File: src/rtl/cnt_tick_gen.sv
// Multi-channel programmable tick generator: each channel divides clk by its own period.
// Optional one-shot mode (oneshot/done ports) is enabled by defining CNT_TICK_ONESHOT_EN.
module cnt_tick_gen #(
    parameter int WIDTH = 8,
    parameter int NCH   = 4
) (
    input  logic                   clk,
    input  logic                   rst,
    input  logic [NCH-1:0]         en,
    input  logic [NCH-1:0]         clr,
    input  logic [NCH*WIDTH-1:0]   period,
    output logic [NCH-1:0]         hit,
    output logic [NCH*WIDTH-1:0]   cnt_o
`ifdef CNT_TICK_ONESHOT_EN
    ,
    input  logic [NCH-1:0]         oneshot,
    output logic [NCH-1:0]         done
`endif
);

    logic [WIDTH-1:0] cnt   [NCH];
    logic [WIDTH-1:0] per_q [NCH];
    logic [WIDTH-1:0] eff   [NCH];
    logic [NCH-1:0]   term;

    // At the start of a sequence the live period is used, so a new P applies immediately.
    always_comb begin
        term  = '0;
        cnt_o = '0;
        for (int unsigned k = 0; k < NCH; k++) begin
            eff[k] = (cnt[k] == '0) ? period[k*WIDTH +: WIDTH] : per_q[k];
            term[k] = (eff[k] <= WIDTH'(1)) || (cnt[k] == eff[k] - WIDTH'(1));
            cnt_o[k*WIDTH +: WIDTH] = cnt[k];
        end
    end

    always_ff @(posedge clk or posedge rst) begin
        if (rst) begin
            hit <= '0;
`ifdef CNT_TICK_ONESHOT_EN
            done <= '0;
`endif
            for (int unsigned k = 0; k < NCH; k++) begin
                cnt[k]   <= '0;
                per_q[k] <= '0;
            end
        end else begin
            for (int unsigned k = 0; k < NCH; k++) begin
                if (cnt[k] == '0 && en[k])
                    per_q[k] <= period[k*WIDTH +: WIDTH];

                if (clr[k]) begin
                    cnt[k] <= '0;
                    hit[k] <= 1'b0;
`ifdef CNT_TICK_ONESHOT_EN
                    done[k] <= 1'b0;
                end else if (done[k]) begin
                    // Finished one-shot parks at zero until a clear or a pause re-arms it.
                    hit[k] <= 1'b0;
                    if (!en[k])
                        done[k] <= 1'b0;
`endif
                end else if (en[k] && term[k]) begin
                    cnt[k] <= '0;
                    hit[k] <= 1'b1;
`ifdef CNT_TICK_ONESHOT_EN
                    done[k] <= oneshot[k];
`endif
                end else if (en[k]) begin
                    cnt[k] <= cnt[k] + WIDTH'(1);
                    hit[k] <= 1'b0;
                end else begin
                    hit[k] <= 1'b0;
                end
            end
        end
    end

endmodule

File: config.mk
export PLATFORM = sky130hd
export DESIGN_NAME = cnt_tick_gen
export DESIGN_NICKNAME = d
export VERILOG_FILES = /design/src/rtl/cnt_tick_gen.sv
export SDC_FILE = /design/constraint.sdc
export NUM_CORES = 1
export LEC_CHECK = 0
export BUFFER_PORTS_ARGS = -buffer_cell sky130_fd_sc_hd__buf_2
export CORE_MARGIN = 2
export CORE_UTILIZATION = 30
export DETAILED_ROUTE_END_ITERATION = 10
export SETUP_SLACK_MARGIN = 0.05
export SLEW_MARGIN = 20
export SYNTH_ARGS = -nofsm -noshare
export SYNTH_HDL_FRONTEND = slang
export SYNTH_SLANG_ARGS = --single-unit
export TNS_END_PERCENT = 50
File: constraint.sdc
create_clock -name clk -period 5.2 [get_ports clk]
set_clock_uncertainty 0.1 [all_clocks]
set_input_delay 0.26 -clock clk [delete_from_list [all_inputs] [get_ports clk]]
set_output_delay 0.26 -clock clk [all_outputs]
set_load 0.01 [all_outputs]
==> results by group, run 1 <==
Clock network
  – Clock tree buffer depth: 2
  – CTS tree: done
  – PostCTS Resize Cnt: 0
  – Worst skew pair latency: ~0.34 ns
  – Clock Sinks: 68
  – CTS clk-pin slew, worst paths: roughly 0.05 ns
  – CTS Buf Count: 9
  – CTS root buffer: clkbuf_16
  – H-Tree Depth: 3

Cells and area
  – Total Nets Final: 726
  – P&R area growth vs syn: 16.3%
  – Diode count: 0
  – Finished Layout Cells: around 900
  – Ratio of cells with drive above 1 in the final layout: between 20% and 30%

Detailed routing
  – Wl on met1: between 6 and 7 mm
  – Drt pass-1 iters: 4
  – DRT iter0 DRCs: approximately 360
  – Routed Wire Length: ~14 mm
  – Vias: between 4,000 and 5,000
  – Vias per cell: between 5 and 6
  – Top sig layer: met4
  – Residual DRC: 0
  – Wire per inst: approximately 15 um
  – Antenna viol nets, final: 0
  – DR WL met2: 6.42 mm
  – Metal3 WL: 643 um

Floorplanning
  – Num rows: 48
  – Die area: approximately 19,000 um^2
  – Chip Height: about 140 um
  – Die extent in x: ~140 um
  – IO Pins: between 70 and 80
  – Core ar.: roughly 17,000 um^2
  – Initial Util: between 30% and 40%

Placement
  – DP HPWL: 10.1 mm
  – Gpl congestion: between 0.9 and 1
  – Placed Instances: 881
  – Port bufs: 77

Global route
  – GRT Residual Overflow: 0
  – Total track usage: between 10% and 20%
  – Number of global-route vias before repair: approximately 4,400
  – Initial antenna violation count: 0
  – Largest net degree at the start of global routing: 36
  – First-pass GRT wire length: ~23 mm

Timing
  – Final Hold Vio Count: 0
  – Max transition margin: 46.6%
  – RSZ-0062 raised after global routing: no
  – Fin Hold WS: slightly below 0.09 ns
  – Setup violators final: 0
  – Final period util: between 80% and 90%
  – Fin crit period: 4.31 ns
  – Slew @ Worst Pin: 0.796 ns
  – Final slew viol count: 0
  – Fin Setup TNS: 0 ns
  – Fmax: about 230 MHz

Worst setup path
  – Worst path required time: about 5.3 ns
  – Maximum net fanout on the critical path: 14
  – CP startpoint kind: flop
  – WS Path Type: reg2reg
  – CP Capture Type: flop
  – Arr. time, crit path: around 4.4 ns

Yosys
  – Fraction of registers with async set/reset: 100%
  – Post-synth EDFFs: 0
  – Post-Syn Area: 5310 um^2
  – Mapped Nets: around 660
  – Main synth FF type: dfrtp_1
  – Yosys warns: 0
  – Synth Register Bits: 68
  – Synth unique cells: 70
  – Synth top area share: ~32%
  – Synth area leaders: dfrtp_1 32%, mux2_2 6.6%, mux2i_1 4.9%
  – Sequential share of the synthesized area: between 30% and 40%
  – Mapped Avg Cell Area: 8.90 um^2
  – Area leader, netlist: dfrtp_1
  – Cells after synthesis: 597

Power and ir drop
  – Leakage: around 2.7 nW
  – Pwr per Cell Area: approximately 320 nW/um^2
  – Maximum vdd drop: 0.000150 V

Flow run
  – Max-Cap Viols: 0

Outcome
  – Status: completed

Worst hold path
  – HP Class: in2reg
Yosys cell counts (all sizes together) (15+ instances only):
cell	count
a21oi	15
buf	16
dfrtp	68
ha	16
inv	39
mux2	31
mux2i	28
nand2	48
nand3	20
nor2	49
nor3	23
nor4	15
o21ai	30
xnor2	28
worst max-delay path, cell delays in order, from the launching register on:
cell and delay (ns):
dfrtp_1 0.43, inv_1 0.13, ha_1 0.16, nor4b_4 0.33, and2_1 0.18, buf_4 0.20, mux2i_2 0.31, ha_1 0.31
nand2b_1 0.11, nor2_1 0.12, xnor2_1 0.13, a21oi_1 0.09, a2111oi_0 0.57, a41oi_1 0.25, o2111ai_1 0.22, buf_4 0.20
nor3_1 0.06, a211o_1 0.27
stage by stage:
step                      area [um^2]  util (%)  power [mW]  setup slack (ns)
after global placement           5880      34.0        1.35              1.02
after floorplan                  5310         -        1.19              1.31
after global routing             6180      35.7        2.09             0.545
final                            6180      35.7        1.96             0.889
after detailed placement         5880      34.0        1.36             0.951
after CTS                        6180      35.7        1.98             0.931
path summary, 6_finish.rpt:
kind	startpoint	endpoint	slack [ns]	cells past startpoint
hold / removal	period[21]	per_q[13]	0.09	2
hold reg to reg	per_q[17]	per_q[17]	0.43	1
setup / recovery	cnt_o[8]	cnt_o[11]	0.89	17
setup reg to reg	cnt_o[8]	cnt_o[11]	0.89	17
min in group asynchronous	rst	cnt_o[8]	0.51	3
max in group asynchronous	rst	per_q[25]	3.52	4
layout by cell type, fill, tap and decap left out, types with 20 or more instances in the layout:
| cell type | synthesis | layout |
|---|---|---|
| buf_2 | 9 | 77 |
| dfrtp_1 | 68 | 68 |
| inv_1 | 39 | 38 |
| mux2_2 | 31 | 31 |
| mux2i_1 | 26 | 26 |
| nand2_1 | 47 | 47 |
| nor2_1 | 49 | 49 |
| nor3_1 | 20 | 20 |
| o21ai_0 | 27 | 27 |
| xnor2_1 | 27 | 27 |
where the power goes:
part | internal (mW) | total [mW] | leakage (nW) | switching, mW
logic | 0.303 | 0.639 | 1.73 | 0.336
registers | 0.606 | 0.714 | 0.873 | 0.109
clock network | 0.372 | 0.604 | 0.145 | 0.232
total | 1.28 | 1.96 | 2.75 | 0.677
state kept, by name, indices dropped and copies added, names as in the netlist:
name,cells
per_q,32
cnt_o,32
hit,4
area by class of cell:
type | count | area (um^2)
fill | 1792 | 11100
multi-input combinational | 466 | 3320
sequential | 68 | 1700
timing repair buffer | 84 | 440
clock buffer | 14 | 284
tap | 225 | 282
inverter | 39 | 146
clock inverter | 1 | 5.00
layer usage:
layer  track usage [%]  vias up
li1                  -     2324
met1              21.5     2212
met2              23.7      128
met3              2.89       20
met4              5.67        0
met5                 0        -
kinds of logic after synthesis:
kind of cell    synth area share, %
compound gates                 15.5
xor+xnor                       6.90
fa+ha+maj                      3.77
buf+inv                        5.49
flops                          32.0
mux                            12.4
simple gates                   23.9
repair_timing:
item / CTS / global route
endpoints found under the hold margin: 34 / 0
hold buffers: 1 / 0
setup buffers: 0 / 0
Power figures use the tool's default switching activity.
==> run 2: changes to the inputs <==
==> constraint.sdc (replaced) <==
create_clock -name clk -period 3.8 [get_ports clk]
set_clock_uncertainty 0.1 [all_clocks]
set_input_delay 0.19 -clock clk [delete_from_list [all_inputs] [get_ports clk]]
set_output_delay 0.19 -clock clk [all_outputs]
set_load 0.01 [all_outputs]
==> run 2 against run 1 <==
Worst hold slack got worse by 0.062 ns. Final cell count rose by 6.0%. Highest routed layer unchanged. Fmax grew 19%. Power up 46%. Wire length grew 5.3%. Setup slack worse by 0.70 ns. Utilization is 3.2 points higher. Register-to-register slack lost 0.70 ns. Critical path type unchanged. Critical endpoint is now cnt_o[31].
==> results by group, run 2 (synthesized netlist as in run 1, its figures left out) <==
Timing
  – Max transition margin: 55.0% (+8.4 points)
  – Setup violators final: 0 (unchanged)
  – Final slew viol count: 0 (unchanged)
  – Slew @ Worst Pin: 0.670 ns (-0.126 ns)
  – Final Hold Vio Count: 0 (unchanged)
  – Final period util: 95.0% (+12 points)
  – RSZ-0062 raised after global routing: yes
  – Fin Hold WS: 0.0246 ns (-0.0625 ns)
  – Fin crit period: 3.61 ns (-0.700 ns)
  – Fmax: 277 MHz (+19%)

Global route
  – Most Crowded Layer GR: met2
  – Number of global-route vias before repair: 4,628 (+5.0%)
  – Met3 GRT Util: 2.44% (-0.44 points)
  – Met1 Usage GRT: 21.1% (-0.49 points)
  – First-pass GRT wire length: 23.3 mm (+1.5%)
  – Total track usage: 15.5% (+0.034 points)
  – Largest net degree at the start of global routing: 45 (+25%)
  – Initial antenna violation count: 0 (unchanged)
  – GRT Residual Overflow: 0 (unchanged)
  – Met2 Use GR: 24.7% (+1.0 points)

Floorplanning
  – IO Pins: 78 (unchanged)
  – Num rows: 48 (unchanged)
  – Chip Height: 137 um (unchanged)
  – Die area: 18,800 um^2 (unchanged)
  – Core ar.: 17,300 um^2 (unchanged)
  – Die extent in x: 137 um (unchanged)
  – Initial Util: 30.7% (unchanged)

Detailed routing
  – Residual DRC: 0 (unchanged)
  – DRT iter0 DRCs: 327 (-9.9%)
  – Wire per inst: 15.4 um (-0.71%)
  – Vias: 5,050 (+7.8%)
  – Drt pass-1 iters: 5 (+1)
  – Vias per cell: 5.31 (+1.7%)
  – Antenna viol nets, final: 0 (unchanged)
  – Routed Wire Length: 14.6 mm (+5.3%)

Cells and area
  – P&R area growth vs syn: 26.6%
  – Footprint of the multi-input gates: 3470 um^2 (+4.7%)
  – Fill count: 1,756 (-2.0%)
  – Total Nets Final: 779 (+7.3%)
  – FF+latch area: 1700 um^2 (unchanged)
  – Commonest non-fill, non-tap cell in the layout: buf_2
  – Diode count: 0 (unchanged)
  – Ratio of cells with drive above 1 in the final layout: 31.4% (+8.3 points)
  – Most frequent cells in the layout: 77 x buf_2, 68 x dfrtp_1, 56 x buf_4, 49 x nor2_1, 47 x nand2_1

Power and ir drop
  – Leakage: 3.02 nW (+9.9%)
  – Pwr per Cell Area: 424 nW/um^2 (+34%)
  – Total Power: 2.85 mW (+46%)
  – Maximum vdd drop: 0.000193 V (+29%)

Placement
  – Gpl congestion: 0.860 (-7.1%)
  – DP HPWL: 10.5 mm (+3.8%)
  – Port bufs: 77 (unchanged)

Worst setup path
  – Arr. time, crit path: 3.77 ns (-0.66 ns)
  – Maximum net fanout on the critical path: 6 (-8)
  – CP Capture Type: flop
  – R2r setup slk: 0.19 ns (-0.70 ns)
  – R2R Path End: cnt_o[31]
  – CP startpoint kind: flop
  – Worst r2r src: cnt_o[24]
  – Worst path required time: 3.96 ns (-1.36 ns)
  – WS Path Type: reg2reg
  – Path depth of the worst reg2reg path: 13 (-4)

Worst hold path
  – Worst Hold End: per_q[14]
  – HP Class: in2reg
  – Hold path cells: 2 (unchanged)
  – Worst Min Path Start: period[22]

Clock network
  – Worst skew pair latency: 0.34 ns (about the same)
  – CTS tree: done
  – CTS root buffer: clkbuf_16
  – Clock Sinks: 68 (unchanged)
  – H-Tree Depth: 3 (unchanged)
  – Clock tree buffer depth: 2 (unchanged)
  – CTS clk-pin slew, worst paths: 0.06 ns (about the same)
  – CTS Buf Count: 9 (unchanged)

Flow run
  – Max-Cap Viols: 0 (unchanged)

Outcome
  – Status: completed
## run 2: timing repair
action / CTS / global route
resized for setup: 1 / 30
hold buffers: 2 / 0
pin swaps: 1 / 20
endpoints found under the setup margin: 5 / 28
cloned: 0 / 2
hold endpoints to repair: 25 / 0
setup buffers: 0 / 13
## run 2: metal layers
layer | vias to the layer above | wire length (um)
met3 | 18 | 736
met4 | 0 | 262
li1 | 2437 | -
met5 | - | 0
met1 | 2443 | 6690
met2 | 152 | 6940
## run 2: power by group
group          leakage, nW  internal (mW)  total [mW]  switching [mW]
Combinational         2.01          0.518        1.04           0.522
Clock                0.139          0.505       0.838           0.332
Sequential           0.873          0.829       0.972           0.143
## run 2: final cells by class
| class | instances | share of cell area, % |
|---|---|---|
| multi-input cells | 467 | 51.7 |
| clock buffers | 11 | 3.46 |
| well taps | 225 | 4.19 |
| inverters | 39 | 2.18 |
| flip-flops and latches | 68 | 25.3 |
| repair buffers | 136 | 12.4 |
| clock inverters | 5 | 0.781 |
## run 2: worst max-delay path by stage
stage / to / from / slack, ns
after floorplan: cnt_o[11] / cnt_o[8] / 0.02
after global placement: cnt_o[29] / cnt_o[24] / 0.04
after detailed placement: cnt_o[29] / cnt_o[24] / -0.04
after CTS: cnt_o[7] / cnt_o[0] / 0.05
after global routing: cnt_o[7] / cnt_o[0] / -0.005
final: cnt_o[31] / cnt_o[24] / 0.19
## run 2: per-stage QoR
step / util (%) / instance area (um^2) / setup slack [ns] / instances / TNS, ns
after floorplan: - / 5330 / 0.0182 / 597 / 0
after global placement: 35.7 / 6170 / 0.0358 / 918 / 0
after detailed placement: 35.7 / 6170 / -0.0426 / 918 / -0.0782
after CTS: 37.5 / 6480 / 0.0545 / 936 / 0
after global routing: 38.9 / 6730 / -0.00486 / 951 / -0.00793
final: 38.9 / 6730 / 0.189 / 951 / 0
## run 2: critical path: stages, from the launching register on
cell and delay [ns]:
dfrtp_1 0.38, inv_1 0.06, ha_2 0.16, or4b_4 0.48, nor3_4 0.30, mux2i_2 0.34
ha_4 0.21, xnor2_2 0.08, a21boi_2 0.18, o311ai_4 0.30, nor4_4 0.09, or3_4 0.45
or3_1 0.32, o211ai_1 0.08
